==> src/rtl/multiplier_arbiter_pkg.sv <==
// rtl/multiplier_arbiter_pkg.sv - shared state encoding and datapath widths for multiplier_arbiter
package multiplier_arbiter_pkg;

  localparam int OP_W   = 32;
  localparam int PROD_W = 64;

  typedef enum logic [1:0] {
    ST_IDLE  = 2'd0,
    ST_START = 2'd1,
    ST_BUSY  = 2'd2,
    ST_DONE  = 2'd3
  } state_t;

endpackage

==> src/rtl/multiplier_arbiter_rr_arbiter.sv <==
// rtl/multiplier_arbiter_rr_arbiter.sv - combinational round-robin pick: first request at or after ptr_i, wrapping
module multiplier_arbiter_rr_arbiter #(
  parameter int N_REQ = 4,
  parameter int ID_W  = 2
) (
  input  logic [N_REQ-1:0] req_i,
  input  logic [ID_W-1:0]  ptr_i,
  output logic [N_REQ-1:0] gnt_o,
  output logic [ID_W-1:0]  idx_o,
  output logic             vld_o
);

  logic [ID_W-1:0] cand;

  always_comb begin
    gnt_o = '0;
    idx_o = '0;
    vld_o = 1'b0;
    cand  = '0;
    for (int k = 0; k < N_REQ; k++) begin
      cand = ID_W'((int'(ptr_i) + k) % N_REQ);
      if (!vld_o && req_i[cand]) begin
        vld_o       = 1'b1;
        idx_o       = cand;
        gnt_o[cand] = 1'b1;
      end
    end
  end

endmodule

==> src/rtl/multiplier_arbiter.sv <==
// rtl/multiplier_arbiter.sv - shares one multiplier_32 among N_REQ requesters, round-robin
// Optional dne watchdog with sticky err: define MUL_ARB_TIMEOUT_EN.
module multiplier_arbiter
  import multiplier_arbiter_pkg::*;
#(
  parameter int N_REQ   = 4,
  parameter int ID_W    = 2,
  parameter int TIMEOUT = 64
) (
  input  logic                  clk_i,
  input  logic                  rst_ni,
  input  logic [N_REQ-1:0]      req_i,
  input  logic [N_REQ*OP_W-1:0] req_a_i,
  input  logic [N_REQ*OP_W-1:0] req_b_i,
  output logic [N_REQ-1:0]      gnt_o,
  output logic                  rsp_vld_o,
  input  logic                  rsp_rdy_i,
  output logic [ID_W-1:0]       rsp_id_o,
  output logic [PROD_W-1:0]     rsp_p_o,
  output logic                  busy_o,
  output logic [OP_W-1:0]       mul_a_o,
  output logic [OP_W-1:0]       mul_b_o,
  output logic                  mul_start_o,
  output logic                  mul_ena_o,
  input  logic [PROD_W-1:0]     mul_p_i,
  input  logic                  mul_dne_i,
  output logic                  err_o
);

  if (N_REQ < 2 || N_REQ > 8 || ID_W != $clog2(N_REQ) || TIMEOUT < 1) begin : g_param_chk
    $error("multiplier_arbiter: unsupported parameter set");
  end

  state_t              state_q, state_d;
  logic [ID_W-1:0]     ptr_q;
  logic [ID_W-1:0]     rsp_id_q;
  logic [OP_W-1:0]     mul_a_q, mul_b_q;
  logic [PROD_W-1:0]   rsp_p_q;
  logic [N_REQ-1:0]    arb_gnt;
  logic [ID_W-1:0]     arb_idx;
  logic                arb_vld;
  logic                take;
  logic                finish;
  logic                tmo;

  multiplier_arbiter_rr_arbiter #(
    .N_REQ (N_REQ),
    .ID_W  (ID_W)
  ) u_rr (
    .req_i (req_i),
    .ptr_i (ptr_q),
    .gnt_o (arb_gnt),
    .idx_o (arb_idx),
    .vld_o (arb_vld)
  );

  assign take   = (state_q == ST_IDLE) && arb_vld;
  assign finish = (state_q == ST_BUSY) && (mul_dne_i || tmo);

`ifdef MUL_ARB_TIMEOUT_EN
  localparam int CNT_W = $clog2(TIMEOUT + 1);

  logic [CNT_W-1:0] cnt_q;
  logic             err_q;

  // cnt_q counts completed BUSY cycles; the last allowed one is TIMEOUT-1
  assign tmo = (state_q == ST_BUSY) && !mul_dne_i && (cnt_q == CNT_W'(TIMEOUT - 1));

  always_ff @(posedge clk_i or negedge rst_ni) begin
    if (!rst_ni) begin
      cnt_q <= '0;
      err_q <= 1'b0;
    end else begin
      if (state_q == ST_START) begin
        cnt_q <= '0;
      end else if (state_q == ST_BUSY) begin
        cnt_q <= cnt_q + 1'b1;
      end
      if (tmo) begin
        err_q <= 1'b1;
      end
    end
  end

  assign err_o = err_q;
`else
  assign tmo   = 1'b0;
  assign err_o = 1'b0;
`endif

  always_ff @(posedge clk_i or negedge rst_ni) begin
    if (!rst_ni) begin
      state_q <= ST_IDLE;
    end else begin
      state_q <= state_d;
    end
  end

  // mul_dne is not looked at in START: it may still be high from the previous product
  always_comb begin
    state_d = state_q;
    case (state_q)
      ST_IDLE:  if (arb_vld) state_d = ST_START;
      ST_START: state_d = ST_BUSY;
      ST_BUSY:  if (finish) state_d = ST_DONE;
      ST_DONE:  if (rsp_rdy_i) state_d = ST_IDLE;
      default:  state_d = ST_IDLE;
    endcase
  end

  always_comb begin
    gnt_o       = '0;
    mul_ena_o   = rst_ni;
    busy_o      = (state_q != ST_IDLE);
    mul_start_o = (state_q == ST_START);
    rsp_vld_o   = (state_q == ST_DONE);
    if (rst_ni && state_q == ST_IDLE) begin
      gnt_o = arb_gnt;
    end
  end

  always_ff @(posedge clk_i or negedge rst_ni) begin
    if (!rst_ni) begin
      ptr_q    <= '0;
      rsp_id_q <= '0;
      mul_a_q  <= '0;
      mul_b_q  <= '0;
      rsp_p_q  <= '0;
    end else begin
      if (take) begin
        mul_a_q  <= req_a_i[OP_W*arb_idx +: OP_W];
        mul_b_q  <= req_b_i[OP_W*arb_idx +: OP_W];
        rsp_id_q <= arb_idx;
        ptr_q    <= (int'(arb_idx) == N_REQ - 1) ? '0 : arb_idx + 1'b1;
      end
      if (finish) begin
        rsp_p_q <= mul_dne_i ? mul_p_i : '0;
      end
    end
  end

  assign mul_a_o  = mul_a_q;
  assign mul_b_o  = mul_b_q;
  assign rsp_id_o = rsp_id_q;
  assign rsp_p_o  = rsp_p_q;

endmodule

==> config.mk <==
export PLATFORM = sky130hd
export DESIGN_NAME = multiplier_arbiter
export DESIGN_NICKNAME = d
export VERILOG_FILES = /design/src/rtl/multiplier_arbiter_pkg.sv /design/src/rtl/multiplier_arbiter_rr_arbiter.sv /design/src/rtl/multiplier_arbiter.sv
export SDC_FILE = /design/constraint.sdc
export NUM_CORES = 1
export LEC_CHECK = 0
export CAP_MARGIN = 20
export CELL_PAD_IN_SITES_DETAIL_PLACEMENT = 1
export CELL_PAD_IN_SITES_GLOBAL_PLACEMENT = 1
export CORE_AREA = 2 2 182 184
export DETAILED_ROUTE_END_ITERATION = 8
export DIE_AREA = 0 0 184 186
export GPL_ROUTABILITY_DRIVEN = 0
export PLACE_DENSITY = 0.87
export SLEW_MARGIN = 20
export SYNTH_ARGS = -nofsm -noshare
export SYNTH_HDL_FRONTEND = slang
export SYNTH_SLANG_ARGS = --single-unit
export TNS_END_PERCENT = 50
==> constraint.sdc <==
create_clock -name clk_i -period 3.9 [get_ports clk_i]
set_input_delay 0.585 -clock clk_i [delete_from_list [all_inputs] [get_ports clk_i]]
set_output_delay 0.585 -clock clk_i [all_outputs]
set_load 0.01 [all_outputs]
* After elaboration in Yosys (flattened, before gate mapping)
Cells that the tools add are included.
** Storage, ports and cells
- Register bits :: 134
- Bits of input ports :: 328
- Output and inout port bits :: 139
- Word-level logic and storage cells :: 81
** Cells by class
- Add/sub/neg operators :: 4
- Magnitude comparators :: 8
- Equality and inequality tests :: 7
- Shifts and indexed selects :: 2
- Multiplexer cells :: 35
- Bitwise gates (word level) :: 3
- Reduce and logical (&&, ||, !) cells :: 16
** Operators by type and width (count)
- 128-bit by 8-bit indexed part select with 32-bit output :: 2
- 64-bit two-way mux :: 1
- 4-bit two-way mux :: 5
- 2-bit two-way mux :: 8
- 2-bit by 3-bit < comparator with 1-bit output (second input constant) :: 4
- 1-bit two-way mux :: 12
- 4-bit OR :: 3
- 1-bit logical AND :: 10
- 1-bit binary-select mux with 2-bit select :: 4
- 1-bit demux with 2-bit select :: 4
- 2-bit by 1-bit greater-or-equal comparator with 1-bit output (second input constant) :: 4
- 2-bit case mux with 4 select lines :: 1
- 2-bit by 1-bit adder with 2-bit output (second input constant) :: 2
- 2-bit adder (second input constant) :: 2
- 2-bit by 1-bit == test with 1-bit output (second input constant) :: 2
- 2-bit == test (second input constant) :: 2
- 2-bit inequality test (second input constant) :: 2
- 1-bit logical NOT :: 3
- 3-bit AND reduction :: 1
- 2-bit logical NOT :: 1
- 2-bit by 1-bit inequality test with 1-bit output (second input constant) :: 1
- 2-bit nonzero test :: 1

* Depth between registers and ports, before layout
Gate-level depths: netlist (run 1).
- Depth after elaboration :: 14
- Gate-level depth with buffers :: 13
- Mapped depth without buffers :: 8

* By module
Synthesis (run 1) repeated with hierarchy kept, for this count alone.
** Unflattened totals
- Cell total of the unflattened synthesis :: 573
- Area total of the unflattened synthesis :: 7442.1 um^2
** Modules (own cells, without submodules)
- multiplier_arbiter :: instances 1, cells each 528, area each 7023.0 um^2, sequential area each 3353.2 um^2
- multiplier_arbiter_rr_arbiter :: instances 1, cells each 45, area each 419.2 um^2, sequential area each 0.0 um^2

* Least setup slack after synthesis (run 1)
Ideal clock, no wire load.
- Path kind :: register to output
- Start :: register ptr_q[0]
- End :: output port gnt_o[0]
- Arrival :: 2822 ps
- Path slack :: 493 ps
- Stages on the path, launching flop included :: 12
- Buffers on the path :: 4
- Path through :: dfrtp_1 > buf_2 > inv_1 > clkbuf_1 > ha_1 > clkbuf_1 > mux4_2 > nor2b_1 > buf_2 > a221o_1 > o21ai_0 > a21oi_1
** On the way
- Word-level cells in the longest chain between the ends :: 13
- Elaborated cells on any way between the ends :: 48
- Those cells by class :: add/sub: 3; order compare: 8; mux: 24; bitwise: 3; reduce/logical: 10
** RTL lines
- start: declaration :: line multiplier_arbiter.sv:35 : logic [ID_W-1:0] ptr_q;
- start signal: assignment :: line multiplier_arbiter.sv:134 : ptr_q <= (int'(arb_idx) == N_REQ - 1) ? '0 : arb_idx + 1'b1;
- parallel branches: the longest is 11 deep, another holds 2-bit by 3-bit < comparator with 1-bit output
- 4-bit two-way mux * :: line multiplier_arbiter_rr_arbiter.sv:22 : if (!vld_o && req_i[cand]) begin
- 4-bit two-way mux * :: line multiplier_arbiter.sv:117 : if (rst_ni && state_q == ST_IDLE) begin
- end: declaration :: line multiplier_arbiter.sv:15 : output logic [N_REQ-1:0] gnt_o,
Every way passes the cells marked *. The select of a mux whose other input is x is not followed.

* Final worst setup path (run 1)
- Start :: input port req_i[2]
- End :: output port gnt_o[1]
** On the way
- Word-level cells in the longest chain between the ends :: 13
- Elaborated cells on any way between the ends :: 25
- Those cells by class :: mux: 16; bitwise: 3; reduce/logical: 6
** RTL lines
- start: declaration :: line multiplier_arbiter.sv:12 : input logic [N_REQ-1:0] req_i,
- 1-bit binary-select mux with 2-bit select :: line multiplier_arbiter_rr_arbiter.sv:22
- 1-bit two-way mux (implied by the code) :: line multiplier_arbiter_rr_arbiter.sv:22
- 1-bit two-way mux :: line multiplier_arbiter_rr_arbiter.sv:22
- 1-bit logical NOT :: line multiplier_arbiter_rr_arbiter.sv:22
- 1-bit logical AND :: line multiplier_arbiter_rr_arbiter.sv:22
- 1-bit two-way mux :: line multiplier_arbiter_rr_arbiter.sv:22
- 1-bit logical NOT :: line multiplier_arbiter_rr_arbiter.sv:22
- 1-bit logical AND :: line multiplier_arbiter_rr_arbiter.sv:22
- 1-bit two-way mux :: line multiplier_arbiter_rr_arbiter.sv:22
- 1-bit logical NOT :: line multiplier_arbiter_rr_arbiter.sv:22
- 1-bit logical AND :: line multiplier_arbiter_rr_arbiter.sv:22
- 4-bit two-way mux * :: line multiplier_arbiter_rr_arbiter.sv:22
- 4-bit two-way mux * :: line multiplier_arbiter.sv:117
Mark *: on every way between the ends. The rest lies on a longest branch, timed or not. The select of a mux whose other input is x is not followed.

==> results by group, run 1 <==
Clocking
  • H-tree depth: 4
  • Clk buf depth: 2
  • CTS tree: done
  • TritonCTS buffer count: 17
  • Clock root cell: clkbuf_16
  • CTS Hold Bufs: 0
  • Clock-pin slew on the worst setup and hold paths: 70 ps
  • Clk sinks: 134
  • Clk_lat worst skew: 430 ps

Power
  • Psw: 5386 uW
  • Sequential power share: 0.212
  • Overall power: 12100 uW
  • PwrDens: 855.6 nW/um^2
  • Clk pwr share: 0.145
  • Leakage: 0.005650 uW
  • Switching share of power: 0.4452
  • Cell-internal power: 6711 uW
  • Logic pwr share: 0.642
  • Peak VDD IR: 574.5 uV

Placement
  • Post-Place Setup Slack: 89.18 ps
  • DP Area: 13500 sq um
  • Buffers added on ports: 465
  • DP HPWL: 31.30 mm

Final layout
  • Area Overhead vs Synth: 68.75%
  • Fillers: 3575
  • Share of layout cells above drive strength 1: 0.1143
  • Register area: 3354 sq um
  • Final Util: 0.4390
  • Nets@finish: 1666
  • Multi-input gate area: 4684 sq um
  • Final Cell Area: 14140 sq um

Floorplanning
  • # IOs: 467
  • Core area: 32210 sq um
  • Die width: 184 microns
  • Initial Util: 0.2602
  • Rows: 66
  • Die area: 34220 sq um
  • Height of the die: 186 microns

Global routing
  • Global route overflow: 0
  • Total track usage: 0.2417
  • Initial antenna violation count: 4
  • Largest net degree at the start of global routing: 65
  • First-pass GRT wire length: 61.55 mm
  • Vias in the first global route: 10224

Logic synthesis
  • Mean Syn Cell Area: 9.300 sq um
  • Synth Register Bits: 134
  • Mapped Area: 8379 sq um
  • Synth top cells by count: dfrtp_1, nand3_1, nand2_1
  • Yosys top cell area share: 0.4002
  • YS warnings: 0
  • Largest cells by area after synthesis: dfrtp_1, mux2_2, mux2i_1, nand3_1, o211ai_1
  • Syn_nets: 1241
  • Synth Flop Type: dfrtp_1
  • Mapped Cells: 901
  • Area leader, netlist: dfrtp_1
  • Unique masters post-synth: 40
  • EDFF count, synth: 0
  • Asr flop ratio synth: 1.000
  • Most frequent cell after synthesis: dfrtp_1
  • Register area share after synthesis: 0.4002

Timing
  • Clock skew: 18.99 ps
  • Fin crit period: 3802 ps
  • Final Max Tran Viols: 0
  • Total Neg Setup Slack: 0 ps
  • RSZ-0062 raised after global routing: false
  • Final hold viol count: 0
  • Peak Freq: 263.0 MHz
  • Worst slew pin tran: 1011 ps
  • Slew headroom: 0.3257
  • Final setup fails: 0
  • Final setup margin: 97.79 ps
  • Period utilisation layout: 0.9749

Setup path
  • Buf+Inv Stages, Crit Path: 2
  • Crit. End Element: output port
  • Crit path largest cell delay: 660 ps
  • Slowest stage cell, crit path: mux4_2
  • Worst EP required: 3310 ps
  • Crit-path cells: clkdlybuf4s50_1 -> mux4_2 -> nor2b_4 -> a221o_1 -> o21ai_0 -> a21oi_1 -> clkdlybuf4s50_1
  • Crit path DAT: 3220 ps
  • Most used cell, CP: clkdlybuf4s50_1
  • Max Fanout on Critical Path: 12
  • CP top delay family: buffers and inverters
  • CP Class: primary input to output port
  • Critical Path Start Type: primary input

Route
  • Via count: 9343
  • WL final: 42.43 mm
  • Via-per-instance ratio: 5.336
  • Number of DRC markers in iteration 0: 469
  • Final antenna-violating net count: 0
  • Detailed-route DRC error count: 0
  • DR WL/cell: 24.23 microns
  • First-pass DRT Iterations: 5

Hold path
  • Hold Crit Class: primary input to asynchronous set/reset pin

Run
  • Max Cap Violations: 0

Outcome
  • Status: finished, final reports clean
## cell type report
cell class	instances	share of cell area
inverters	9	0.002389
repair buffers	496	0.3495
diodes	4	0.0007079
clock buffers	18	0.03035
multi-input cells	668	0.3313
clock inverters	14	0.01239
flip-flops and latches	134	0.2372
well taps	408	0.03610
## through the flow
step,hold WS (ps),instances
after detailed placement,469.5,1712
after floorplan,289.4,901
after global placement,459.0,1712
after global routing,357.0,1751
after CTS,336.6,1744
final,344.6,1751
## logic make-up after synthesis
kind of cell    share of synthesized area
compound gates                     0.2188
mux                                0.1781
flops                              0.4002
buf+inv                           0.05017
fa+ha+maj                         0.01792
xor+xnor                         0.001045
other cells                     0.0004475
simple gates                       0.1333
## sequential cells by signal (all words and copies together), names as in the netlist
signal,cells
rsp_p_o,64
mul_a_o,32
mul_b_o,32
ptr_q,2
rsp_id_o,2
state_q,2
## worst paths after layout
check                                         from                 endpoint  slack, ps  cells past startpoint
max                                       req_i[2]                 gnt_o[1]        100                      7
max reg2reg                   ptr_q[0]$_DFFE_PN0P_   mul_a_o[4]$_DFFE_PN0P_        770                      9
min reg2reg                rsp_id_o[1]$_DFFE_PN0P_  rsp_id_o[1]$_DFFE_PN0P_        480                      2
min                                         rst_ni  rsp_p_o[29]$_DFFE_PN0P_        340                      2
max in group asynchronous                   rst_ni   mul_a_o[2]$_DFFE_PN0P_       2460                      3
min in group clk_i         rsp_id_o[1]$_DFFE_PN0P_  rsp_id_o[1]$_DFFE_PN0P_        480                      2
## power by group through the flow
stage | Sequential (uW) | Combinational, uW | Clock [uW]
floorplan | 2820 | 3970 | 0
global placement | 2530 | 7460 | 0
detailed placement | 2580 | 7750 | 0
CTS | 2570 | 7780 | 1790
global route | 2630 | 8330 | 1850
finish | 2570 | 7770 | 1760
## per-layer routing
metal  vias up  routed length, microns  share of wire  global-route usage
li1       4185                       -              -                   -
met1      4692                   15470           0.36              0.2520
met2       393                   21820           0.51              0.4367
met3        73                    3574          0.084             0.08159
met4         0                    1574          0.037              0.1149
met5         -                       0              0                   0
## placed cells by master (no fill, tap or decap), types with 2 or more instances in the layout
cell type	count
nor2_1	71
clkinvlp_4	2
nand2_1	78
nor2b_1	2
a22oi_1	33
buf_4	26
nand2_2	2
inv_6	2
mux2i_1	65
inv_1	9
ha_1	12
clkdlybuf4s50_1	464
o22ai_1	3
buf_6	2
a21oi_1	42
o21a_1	30
mux2_2	66
a221o_1	4
dfrtp_1	133
nand3_1	94
bufinv_16	3
buf_12	4
mux4_2	3
clkbuf_16	17
o21ai_0	43
a221oi_2	7
clkinv_2	3
diode_2	4
a221oi_1	26
o211ai_1	60
clkinv_4	3
a211oi_1	3
nor4_1	2
## what timing repair did
item                                    4_1_cts  5_1_grt
buffers inserted                              0        3
resized for setup                             0        3
endpoints found under the setup margin        0        4
(Power assumes the default switching activity.)
==> inputs of run 2 (changes only) <==
--- a/config.mk
+++ b/config.mk
@@ -5,6 +5,7 @@
 export SDC_FILE = /design/constraint.sdc
 export NUM_CORES = 1
 export LEC_CHECK = 0
+export ABC_CLOCK_PERIOD_IN_PS = 3900
 export CAP_MARGIN = 20
 export CELL_PAD_IN_SITES_DETAIL_PLACEMENT = 1
 export CELL_PAD_IN_SITES_GLOBAL_PLACEMENT = 1
==> results of run 2 <==
Final layout, timing and power as in run 1 (identical DEF).
==> inputs of run 3 (changes only) <==
--- a/config.mk
+++ b/config.mk
@@ -10,6 +10,7 @@
 export CELL_PAD_IN_SITES_DETAIL_PLACEMENT = 1
 export CELL_PAD_IN_SITES_GLOBAL_PLACEMENT = 1
 export CORE_AREA = 2 2 182 184
+export CTS_CLUSTER_DIAMETER = 60
 export DETAILED_ROUTE_END_ITERATION = 8
 export DIE_AREA = 0 0 184 186
 export GPL_ROUTABILITY_DRIVEN = 0
==> constraint.sdc (replaced) <==
create_clock -name clk_i -period 3.9 [get_ports clk_i]
set_input_delay 0.585 -clock clk_i [delete_from_list [all_inputs] [get_ports clk_i]]
set_output_delay 0.585 -clock clk_i [all_outputs]
set_load 0.05 [all_outputs]
==> run 3 against run 2 <==
Effect of this change: sequential cell count unchanged; die area unchanged; highest routed layer is now met5; register-to-register slack improved by 30 ps; clock skew about the same; count of clock-buffer cells in the layout unchanged; wire length grew 0.32%; sequential share of layout area is essentially flat; core utilization is 0.085 points higher; global-route usage rose by 0.15 points; combinational power increased by 29%; first-iteration DRC count down 9.8%; final cell count is 0.11% lower; largest power group unchanged.
==> results by group, run 3 (synthesis results as in run 1) <==
Outcome
  • Status: finished, final reports clean

Clocking
  • Clk_lat worst skew: 430 ps (about the same)
  • H-tree depth: 4 (unchanged)
  • TritonCTS buffer count: 17 (unchanged)
  • Clock root cell: clkbuf_16
  • Clk buf depth: 2 (unchanged)
  • CTS tree: done
  • Clock-pin slew on the worst setup and hold paths: 70 ps (about the same)
  • Number of gates resized after cts: 0 (unchanged)
  • Clk sinks: 134 (unchanged)

Placement
  • Buffers added on ports: 465 (unchanged)
  • DP Area: 13550 sq um (+0.43%)
  • DP HPWL: 31.18 mm (-0.38%)

Floorplanning
  • Die width: 184 microns (unchanged)
  • Height of the die: 186 microns (unchanged)
  • Die area: 34220 sq um (unchanged)
  • Rows: 66 (unchanged)
  • # IOs: 467 (unchanged)
  • Initial Util: 0.2602 (unchanged)
  • Core area: 32210 sq um (unchanged)

Route
  • Final antenna-violating net count: 0 (unchanged)
  • DR WL/cell: 24.34 microns (+0.43%)
  • Via-per-instance ratio: 5.393 (+1.1%)
  • Via count: 9433 (+0.96%)
  • WL final: 42.57 mm (+0.32%)
  • Detailed-route DRC error count: 0 (unchanged)
  • First-pass DRT Iterations: 5 (unchanged)
  • Number of DRC markers in iteration 0: 423 (-9.8%)

Power
  • Sequential power share: 0.180 (-0.032)
  • Psw: 7598 uW (+41%)
  • Logic pwr share: 0.700 (+0.058)
  • Leakage: 0.005659 uW (+0.16%)
  • Switching share of power: 0.5325 (+0.08725)
  • PwrDens: 1007 nW/um^2 (+18%)
  • Peak VDD IR: 666.4 uV (+16%)
  • Cell-internal power: 6671 uW (-0.60%)
  • Clk pwr share: 0.120 (-0.025)

Hold path
  • Hold Crit Class: flop to flop

Setup path
  • Buf+Inv Stages, Crit Path: 2 (unchanged)
  • Worst Setup EP: gnt_o[3]
  • Worst EP required: 3310 ps (about the same)
  • Critical path depth: 7 (unchanged)
  • Crit path DAT: 2920 ps (-300 ps)
  • Worst r2r path cells: 7 (-2)
  • Critical path origin: req_i[1]
  • Crit path largest cell delay: 690 ps (+30 ps)
  • CP top delay family: buffers and inverters
  • Reg2reg start: ptr_q[0]$_DFFE_PN0P_
  • Critical Path Start Type: primary input
  • Reg-to-reg setup timing slack: 800 ps (+30 ps)
  • Slowest stage cell, crit path: mux4_2
  • Crit-path cells: clkdlybuf4s50_1 -> mux4_2 -> nor2b_4 -> a221o_1 -> o21ai_0 -> a21oi_1 -> buf_12
  • CP Class: primary input to output port
  • Reg-to-reg endpoint: mul_a_o[10]$_DFFE_PN0P_
  • Crit. End Element: output port
  • Max Fanout on Critical Path: 12 (unchanged)

Global routing
  • Total track usage: 0.2432 (+0.001524)
  • Initial antenna violation count: 6 (+2)
  • Vias in the first global route: 10298 (+0.72%)
  • First-pass GRT wire length: 62.47 mm (+1.5%)
  • Largest net degree at the start of global routing: 65 (unchanged)
  • Global route overflow: 0 (unchanged)

Timing
  • Fin crit period: 3507 ps (-295.6 ps)
  • RSZ-0062 raised after global routing: false
  • Period utilisation layout: 0.8991 (-0.07579)
  • Slew headroom: 0.3702 (+0.04450)
  • Final Max Tran Viols: 0 (unchanged)
  • Clock skew: 19.21 ps (+0.2207 ps)
  • Peak Freq: 285.2 MHz (+8.4%)
  • Final setup fails: 0 (unchanged)
  • Total Neg Setup Slack: 0 ps (unchanged)
  • Worst slew pin tran: 944.7 ps (-66.75 ps)
  • Final hold viol count: 0 (unchanged)

Final layout
  • Area Overhead vs Synth: 69.08%
  • Final Cell Area: 14170 sq um (+0.19%)
  • Max FFs per register: 64 (unchanged)
  • Commonest non-fill, non-tap cell in the layout: clkdlybuf4s50_1
  • Nets@finish: 1664 (-0.12%)
  • Share of layout cells above drive strength 1: 0.1159 (+0.001667)
  • Final Util: 0.4399 (+0.0008550)
  • Most frequent cells in the layout: clkdlybuf4s50_1, dfrtp_1, nand3_1

Run
  • Max Cap Violations: 0 (unchanged)
## run 3: cell count changes in the layout (fill, tap and decap cells not counted), moves of 3 or more
| cell | change |
|---|---|
| clkdlybuf4s50_1 | -4 |
| clkinv_2 | -3 |
| buf_12 | +4 |
| inv_6 | +3 |
## run 3: per-layer routing
layer  vias up  part of all wire  global-route usage
li1       4180                 -                   -
met1      4734              0.38              0.2712
met2       443              0.51              0.4331
met3        72             0.085             0.07591
met4         4             0.026             0.09312
met5         -           0.00063                   0
## run 3: worst min path at each step
stage	depth (start not counted)	slack, ps	to	startpoint
2_1_floorplan	0	290	mul_a_o[0]$_DFFE_PN0P_	rst_ni
3_3_place_gp	1	440	mul_a_o[5]$_DFFE_PN0P_	rst_ni
3_5_place_dp	1	440	mul_a_o[5]$_DFFE_PN0P_	rst_ni
4_1_cts	2	480	rsp_id_o[1]$_DFFE_PN0P_	rsp_id_o[1]$_DFFE_PN0P_
5_1_grt	2	500	rsp_id_o[1]$_DFFE_PN0P_	rsp_id_o[1]$_DFFE_PN0P_
6_report	2	480	rsp_id_o[1]$_DFFE_PN0P_	rsp_id_o[1]$_DFFE_PN0P_
## run 3: through the flow
stage,instances,power (uW),hold slack (ps),setup WS [ps]
3_5_place_dp,1712,12600,440.5,238.2
5_1_grt,1749,15030,500.9,291.7
3_3_place_gp,1712,12280,437.6,431.0
6_report,1749,14270,477.1,393.4
2_1_floorplan,901,8945,289.4,-68.76
4_1_cts,1745,14380,480.9,410.3
## run 3: layout make-up
type	count	area (sq um)
sequential	134	3354
fill	3579	18040
tap	408	510.5
multi-input combinational	668	4698
inverter	9	33.78
clock inverter	14	165.2
antenna	4	10.01
clock buffer	18	429.2
timing repair buffer	494	4966
## run 3: what timing repair did
action	4_1_cts	5_1_grt
setup buffers	0	0
endpoints found under the hold margin	17	0
hold buffers	1	0
## run 3: worst reg2reg max path: cells and delay by family (launching register included)
kind	cells	cell delay [ps]
buffers and inverters	3	980
DFF	1	350
muxes	1	490
AOI/OAI and AO/OA	3	1190
## run 3: power groups by stage
stage | Clock, uW | Sequential (uW) | Combinational, uW
floorplan | 0 | 4870 | 4070
global placement | 0 | 2530 | 9750
detailed placement | 0 | 2570 | 10000
CTS | 1750 | 2570 | 10100
global route | 1810 | 2640 | 10600
finish | 1720 | 2570 | 9990
